`src/rtl/muldiv_sequencer_pkg.sv`:
```
// Shared encodings for the multiply/divide sequencer: FSM states, op codes
// and the ALU Signal codes it drives on the shared EX-stage ALU.
package muldiv_sequencer_pkg;

  typedef enum logic [1:0] {
    ST_IDLE = 2'b00,
    ST_MUL  = 2'b01,
    ST_DIV  = 2'b10,
    ST_DONE = 2'b11
  } state_t;

  localparam logic OP_MULTU = 1'b0;
  localparam logic OP_DIVU  = 1'b1;

  localparam logic [1:0] ALU_AND = 2'b00;
  localparam logic [1:0] ALU_OR  = 2'b01;
  localparam logic [1:0] ALU_ADD = 2'b10;
  localparam logic [1:0] ALU_SLT = 2'b11;

endpackage

```
`src/rtl/muldiv_sequencer_step.sv`:
```
// One iteration of shift-add multiply or restoring divide, given the ALU
// result for this cycle. Purely combinational.
module muldiv_step #(
  parameter int WIDTH = 32
) (
  input  logic             div_mode,
  input  logic [WIDTH-1:0] hi,
  input  logic [WIDTH-1:0] lo,
  input  logic [WIDTH-1:0] alu_result,
  input  logic             alu_cout,
  output logic [WIDTH-1:0] div_rem,
  output logic [WIDTH-1:0] hi_next,
  output logic [WIDTH-1:0] lo_next
);

  logic [WIDTH-1:0] mul_sum;
  logic             mul_carry;

  // Partial remainder shifted left by one; the bit pushed out of hi is kept
  // separately because a set msb means the subtract always succeeds.
  assign div_rem = {hi[WIDTH-2:0], lo[WIDTH-1]};

  always_comb begin
    mul_sum   = lo[0] ? alu_result : hi;
    mul_carry = lo[0] & alu_cout;
    hi_next   = hi;
    lo_next   = lo;
    if (div_mode) begin
      if (hi[WIDTH-1] || alu_cout) begin
        hi_next = alu_result;
        lo_next = {lo[WIDTH-2:0], 1'b1};
      end else begin
        hi_next = div_rem;
        lo_next = {lo[WIDTH-2:0], 1'b0};
      end
    end else begin
      hi_next = {mul_carry, mul_sum[WIDTH-1:1]};
      lo_next = {mul_sum[0], lo[WIDTH-1:1]};
    end
  end

endmodule

```
`src/rtl/muldiv_sequencer.sv`:
```
// Multi-cycle MULTU/DIVU controller that borrows the shared EX-stage ALU for
// one step per cycle while busy is high; results accumulate in hi/lo.
module muldiv_sequencer
  import muldiv_sequencer_pkg::*;
#(
  parameter int WIDTH = 32
) (
  input  logic             clk,
  input  logic             rst_n,
  input  logic             start,
  input  logic             op,
  input  logic [WIDTH-1:0] src_a,
  input  logic [WIDTH-1:0] src_b,
  output logic             busy,
  output logic             done,
  output logic [WIDTH-1:0] hi,
  output logic [WIDTH-1:0] lo,
  output logic [WIDTH-1:0] alu_a,
  output logic [WIDTH-1:0] alu_b,
  output logic [1:0]       alu_signal,
  output logic             alu_invertb,
  output logic             alu_cin,
  input  logic [WIDTH-1:0] alu_result,
  input  logic             alu_cout,
  output logic [1:0]       state_dbg
);

  localparam int CNT_W = (WIDTH > 1) ? $clog2(WIDTH) : 1;

  state_t           state, state_nx;
  logic [WIDTH-1:0] mcand, dsor;
  logic [CNT_W-1:0] cnt;
  logic             accept, stepping;
  logic [WIDTH-1:0] div_rem, hi_step, lo_step;

  // Handshake: start is taken on any edge where the state is IDLE or DONE
  // (no ready output; busy=0 means a start will be accepted). While busy,
  // start is ignored and operands are not re-sampled. done pulses for one
  // cycle with hi/lo final.
  assign accept    = start && (state == ST_IDLE || state == ST_DONE);
  assign stepping  = (state == ST_MUL) || (state == ST_DIV);
  assign busy      = stepping;
  assign done      = (state == ST_DONE);
  assign state_dbg = state;

  muldiv_step #(.WIDTH(WIDTH)) u_step (
    .div_mode   (state == ST_DIV),
    .hi         (hi),
    .lo         (lo),
    .alu_result (alu_result),
    .alu_cout   (alu_cout),
    .div_rem    (div_rem),
    .hi_next    (hi_step),
    .lo_next    (lo_step)
  );

  always_ff @(posedge clk) begin
    if (!rst_n) state <= ST_IDLE;
    else        state <= state_nx;
  end

  always_comb begin
    state_nx = state;
    case (state)
      ST_IDLE, ST_DONE: begin
        state_nx = ST_IDLE;
        if (accept) begin
          if (op == OP_MULTU)    state_nx = ST_MUL;
          else if (src_b == '0) state_nx = ST_DONE;
          else                   state_nx = ST_DIV;
        end
      end
      ST_MUL, ST_DIV: if (cnt == '0) state_nx = ST_DONE;
      default: state_nx = ST_IDLE;
    endcase
  end

  always_comb begin
    alu_a       = '0;
    alu_b       = '0;
    alu_signal  = ALU_AND;
    alu_invertb = 1'b0;
    alu_cin     = 1'b0;
    if (state == ST_MUL) begin
      alu_a      = hi;
      alu_b      = mcand;
      alu_signal = ALU_ADD;
    end else if (state == ST_DIV) begin
      // r + ~dsor + 1: carry out set means r >= dsor.
      alu_a       = div_rem;
      alu_b       = dsor;
      alu_signal  = ALU_ADD;
      alu_invertb = 1'b1;
      alu_cin     = 1'b1;
    end
  end

  always_ff @(posedge clk) begin
    if (!rst_n) begin
      hi    <= '0;
      lo    <= '0;
      mcand <= '0;
      dsor  <= '0;
      cnt   <= '0;
    end else if (accept) begin
      mcand <= src_a;
      dsor  <= src_b;
      cnt   <= CNT_W'(WIDTH - 1);
      if (op == OP_MULTU) begin
        hi <= '0;
        lo <= src_b;
      end else if (src_b == '0) begin
        hi <= src_a;
        lo <= '1;
      end else begin
        hi <= '0;
        lo <= src_a;
      end
    end else if (stepping) begin
      hi  <= hi_step;
      lo  <= lo_step;
      cnt <= cnt - 1'b1;
    end
  end

endmodule

```
`config.mk`:
```
export PLATFORM = sky130hd
export DESIGN_NAME = muldiv_sequencer
export DESIGN_NICKNAME = d
export VERILOG_FILES = /design/src/rtl/muldiv_sequencer_pkg.sv /design/src/rtl/muldiv_sequencer_step.sv /design/src/rtl/muldiv_sequencer.sv
export SDC_FILE = /design/constraint.sdc
export NUM_CORES = 1
export LEC_CHECK = 0
export BUFFER_PORTS_ARGS = -buffer_cell sky130_fd_sc_hd__buf_2
export CAP_MARGIN = 25
export CORE_ASPECT_RATIO = 0.5
export CORE_MARGIN = 3
export CORE_UTILIZATION = 55
export DETAILED_ROUTE_END_ITERATION = 6
export PLACE_DENSITY_LB_ADDON = 0.25
export SLEW_MARGIN = 10
export SYNTH_ARGS = -nofsm -noshare
export SYNTH_HDL_FRONTEND = slang
export SYNTH_SLANG_ARGS = --single-unit
```
`constraint.sdc`:
```
create_clock -name clk -period 3.7 [get_ports clk]
set_clock_uncertainty 0.15 [all_clocks]
set_input_delay 0.555 -clock clk [delete_from_list [all_inputs] [get_ports clk]]
set_output_delay 0.555 -clock clk [all_outputs]
set_load 0.05 [all_outputs]
```
==> impl_metrics.ini, run 1 <==
[sta]
period_share_pct = 83.7
post-route-min-period_ns = 3.10
slew_headroom_pct = 51.4
fin_setup_tns_ns = 0
max_freq_mhz = 323
slew_viol_final = 0
hold_viol_final = 0
tightest_slew_ns = 0.729
rsz0062_at_grt = no
setup_viol = 0

[routing]
vias = 9419
drc_errors = 0
vias_per_cell = 6.22
first_pass_iters = 5
wirelength_mm = 29.2
wl_per_cell_um = 19.3
drt_iter0_markers = 966
ant_nets = 0

[layout]
multiInputGateArea_mm2 = 0.00501
drive_gt1_share_pct = 25.0
nNetsFinal = 1409
num-fill-cells = 1283
n_antenna_cell = 0
seqCellArea_mm2 = 0.00270
area_delta_synth_final_pct = 19.9

[die]
dieWidth_um = 181
initial_core_util_pct = 57.1
rows = 31
fp.dieArea_mm2 = 0.0168
dieHeight_um = 93.3
pin_count = 237
coreArea_mm2 = 0.0147

[grt]
busiest_layer = met2
grt.overflow.total = 0
met2_usage_pct = 51.1
grt_use_total_pct = 33.1
use_met1_pct = 47.2
grt_use_met3_pct = 6.49
grt_max_degree = 96
grt_pass1_vias = 8382
grt_pass1_wl_mm = 45.1
antenna_found_initial = 2

[clock_tree]
clk_latency_ns = 0.42
hold_buffers = 0
postCtsSetupRepairBufs = 0
clockBufferDepth = 2
clk_pin_slew_worst_paths_ns = 0.07
cts_sinks = 135
post_cts_resized = 0
cts_tree = built
htree_levels = 4
ctsRootBufferMaster = clkbuf_16
numCtsBuffers = 17

[logic_synthesis]
ys_seq_elements = 135
synth-seq-area-share_pct = 32.3
synthDistinctLibCells = 48
synthTopCellsByArea = dfxtp_1 32%, nand2_1 12%, mux2i_1 11%
syn_inst = 1144
synth_top_area_cell = dfxtp_1
synth_edf_count = 0
synth_nets = 1249
yosysWarnings = 0
ys_async_sr_fraction_pct = 0
synth_ff_type = dfxtp_1
yosys.area.top_type_share_pct = 32.3
synth_area_mm2 = 0.00838
avgSynthCellArea_um2 = 7.32

[setup_path]
max_stage_delay_ns = 0.47
cp_data_arrival_time_ns = 2.39
rr_endpoint = lo[22]
worstPathRequired_ns = 2.99
crit_start = state_dbg[0]
worstPathMaxFanout = 38
worstSetupPathType = reg -> out
worstRegToRegCells = 7
end_kind = output port
crit_path_cell_trace = inv_1, ha_4, buf_12, nand2_1, o21ai_1, buf_2
startpoint_type = register
r2r_slack_ns = 0.76
critical_path_depth = 6
cpMaxStageDelayCell = ha_4
cpLargestDelayFamily = buffers and inverters
r2r_start = state_dbg[0]
endpoint = alu_a[0]
critPathBufInv = 3

[place]
io_buffers = 235
dp_hpwl_mm = 19.8
gp_congestion = 0.891

[pwr]
leakage_nw = 4.09
power_mw = 5.82
power_per_cell_area_mw_per_mm2 = 579
ir_drop_uv = 383

[run_status]
status = completed

[min_path]
hold_path.class = in -> reg

[run]
drv_cap = 0
-- where the power goes --
part | internal [mW] | total, mW | switching, mW
combinational | 0.613 | 2.06 | 1.45
sequential | 1.64 | 1.85 | 0.206
clock | 1.19 | 1.91 | 0.711
total | 3.45 | 5.82 | 2.37
-- worst min path at each step --
| stage | from | endpoint | slack [ns] | cells past startpoint |
|---|---|---|---|---|
| final | src_b[20] | dsor[20] | 0.24 | 3 |
| after floorplan | dsor[0] | dsor[0] | 0.29 | 2 |
| after CTS | src_b[19] | dsor[19] | 0.24 | 3 |
| after global routing | src_b[28] | dsor[28] | 0.26 | 3 |
| after detailed placement | dsor[7] | dsor[7] | 0.30 | 2 |
| after global placement | dsor[7] | dsor[7] | 0.29 | 2 |
-- state kept, by name, indices dropped and copies added (netlist names) --
signal	flops
dsor	32
hi	32
lo	32
mcand	32
cnt	5
state_dbg	2
-- layout make-up --
class	instances	share of cell area, %
flip-flops and latches	135	26.9
repair buffers	257	13.9
inverters	9	0.336
multi-input cells	884	49.8
clock buffers	20	4.65
well taps	198	2.47
clock inverters	12	1.88
-- placed cells by master (no fill, tap or decap), types with 17 or more instances in the layout --
cell type	n
o21ai_1	64
buf_4	18
dfxtp_1	134
nor2_1	68
buf_2	235
nand2_1	261
clkbuf_16	17
a21oi_1	157
mux2i_1	93
o221a_2	23
a2111oi_0	27
nand4_1	31
o21ai_0	98
-- synth_stat cells, drive strengths merged, types with 8 or more instances --
cell,instances
nor2,72
clkbuf,56
mux2i,93
o21ai,162
o221a,31
a2111oi,31
inv,9
nand4,31
nor4,8
dfxtp,135
nand2,263
a21oi,157
buf,60
-- per-layer routing --
metal / part of all wire [%] / wire, um
met4: 2.3 / 675
met3: 11 / 3320
met2: 43 / 12700
met5: 0.092 / 27
met1: 43 / 12500
-- logic make-up after synthesis --
logic type / count (synthesis) / share of synthesized area, %
AO/OA/AOI/OAI: 398 / 28.3
adder cells (fa/ha/maj): 4 / 0.597
buffers and inverters: 125 / 8.42
flip-flops: 135 / 32.3
multiplexers: 94 / 11.2
other: 1 / 0.0448
AND/OR/NAND/NOR: 387 / 19.2
-- metrics by stage --
stage	cell area, um2	worst slack, ns	util, %	std cells	hold slack (ns)
after detailed placement	9340	0.824	63.7	1481	0.297
after CTS	10000	0.361	68.2	1513	0.240
after global placement	9340	0.899	63.7	1481	0.292
after floorplan	8380	0.148	-	1144	0.287
final	10000	0.605	68.5	1515	0.243
after global routing	10000	0.498	68.5	1515	0.256
-- tightest hold or removal path, stage by stage --
cell and delay (ns):
buf_2 0.11, nand2_1 0.05, a21oi_1 0.05
No activity file was read; power rests on OpenSTA's default activity.
==> inputs of run 2 (changes only) <==
- CORE_UTILIZATION: 55 -> 48
- clock period: 3.7 -> 2.8 ns (I/O delays scaled with it)
==> run 2 against run 1 <==
Compared with the run above: routed wire length grew 5.4%; cell count grew 3.2%; count of clock-buffer cells in the layout down 2; setup slack got worse by 0.46 ns; largest cell class unchanged.
==> impl_metrics.ini, run 2 (synthesis results as in run 1) <==
[place]
preCtsSetupSlack_ns = 0.416
place_area_mm2 = 0.0101
io_buffers = 235
gp_congestion = 0.913
dp_hpwl_mm = 21.4

[pwr]
power_mw = 7.65
power_per_cell_area_mw_per_mm2 = 715
leakage_nw = 4.30
ir_drop_uv = 453

[setup_path]
critPathBufInv = 2
crit_path_cell_trace = ha_4, buf_4, nand2_1, o21ai_2, buf_2
worstPathMaxFanout = 17
end_kind = output port
cpLargestDelayFamily = buffers and inverters
worstSetupPathType = reg -> out
cpMaxStageDelayCell = dfxtp_1
cp_data_arrival_time_ns = 2.08
worstPathRequired_ns = 2.23
max_stage_delay_ns = 0.46
startpoint_type = register

[min_path]
hold_path.class = in -> reg

[sta]
finalWorstSetupSlack_ns = 0.146
tightest_slew_ns = 0.918
setup_viol = 0
slew_headroom_pct = 38.8
fin_setup_tns_ns = 0
slew_viol_final = 0
period_share_pct = 94.8
hold_viol_final = 0
post-route-min-period_ns = 2.65
max_freq_mhz = 377
rsz0062_at_grt = no

[clock_tree]
clk_pin_slew_worst_paths_ns = 0.07
hold_buffers = 0
cts_sinks = 135
clockBufferDepth = 2
clk_latency_ns = 0.41
numCtsBuffers = 17
ctsRootBufferMaster = clkbuf_16
htree_levels = 4
cts_tree = built

[routing]
vias_per_cell = 6.07
drc_errors = 0
vias = 9489
first_pass_iters = 7
ant_nets = 0
wirelength_mm = 30.8
drt_iter0_markers = 993
wl_per_cell_um = 19.7

[layout]
layout_commonest_cell = nand2_1
seqCellArea_mm2 = 0.00271
num-fill-cells = 1462
area_delta_synth_final_pct = 27.9
multiInputGateArea_mm2 = 0.00548
fin_area_mm2 = 0.0107
drive_gt1_share_pct = 30.8
layout_common_cells = 261 x nand2_1, 235 x buf_2, 157 x a21oi_1
nNetsFinal = 1426

[run]
drv_cap = 0

[die]
rows = 33
coreArea_mm2 = 0.0167
dieHeight_um = 99.4
fp.dieArea_mm2 = 0.0192
pin_count = 237
dieWidth_um = 193
initial_core_util_pct = 50.1

[grt]
grt_use_total_pct = 31.1
grt.overflow.total = 0
grt_pass1_wl_mm = 47.6
grt_pass1_vias = 8658
antenna_found_initial = 7
grt_max_degree = 76

[run_status]
status = completed
run 2: cell count changes in the layout (fill, tap and decap cells not counted), sizes merged:
cell	before	now
clkbuf	20	18
buf	257	274
clkinvlp	1	3
bufinv	4	2
clkinv	4	5
diode	0	4
run 2: metal layers:
metal | wire [um] | GRT usage, % | vias up
li1 | - | - | 4451
met5 | 37 | 0 | -
met4 | 672 | 9.28 | 6
met3 | 3830 | 9.86 | 72
met2 | 13500 | 47.8 | 520
met1 | 12700 | 42.1 | 4440
run 2: worst paths after layout:
| kind | start | end | slack, ns | cells past startpoint |
|---|---|---|---|---|
| max reg2reg | state_dbg[0] | lo[27] | 0.22 | 7 |
| min | src_b[1] | dsor[1] | 0.12 | 3 |
| max | state_dbg[0] | alu_b[25] | 0.15 | 5 |
| min reg2reg | dsor[8] | dsor[8] | 0.31 | 2 |
run 2: timing repair:
action,CTS,global route
resized for setup,0,0
setup buffers,0,2
setup endpoints to repair,0,41
hold endpoints to repair,0,0
run 2: where the power goes:
| part | total [mW] | switching [mW] | internal, mW |
|---|---|---|---|
| clock | 2.27 | 0.929 | 1.34 |
| sequential | 2.47 | 0.298 | 2.17 |
| combinational | 2.92 | 2.01 | 0.904 |
run 2: area by class of cell:
type | count | share of cell area (%)
timing repair buffer | 274 | 15.1
antenna | 4 | 0.0934
clock buffer | 18 | 4.10
sequential | 135 | 25.3
inverter | 9 | 0.315
clock inverter | 13 | 1.38
tap | 227 | 2.65
multi-input combinational | 884 | 51.1
run 2: worst min-delay path, delay by kind of cell:
| family | cells | cell delay, ns |
|---|---|---|
| simple gates | 1 | 0.05 |
| buf+inv | 1 | 0.12 |
| compound gates | 1 | 0.05 |
run 2: per-stage QoR:
step	hold WS, ns	std cells	util [%]
3_3_place_gp	0.292	1527	60.3
5_1_grt	0.118	1563	64.0
3_5_place_dp	0.297	1527	60.3
6_report	0.121	1564	64.1
2_1_floorplan	0.287	1144	-
4_1_cts	0.111	1558	63.8
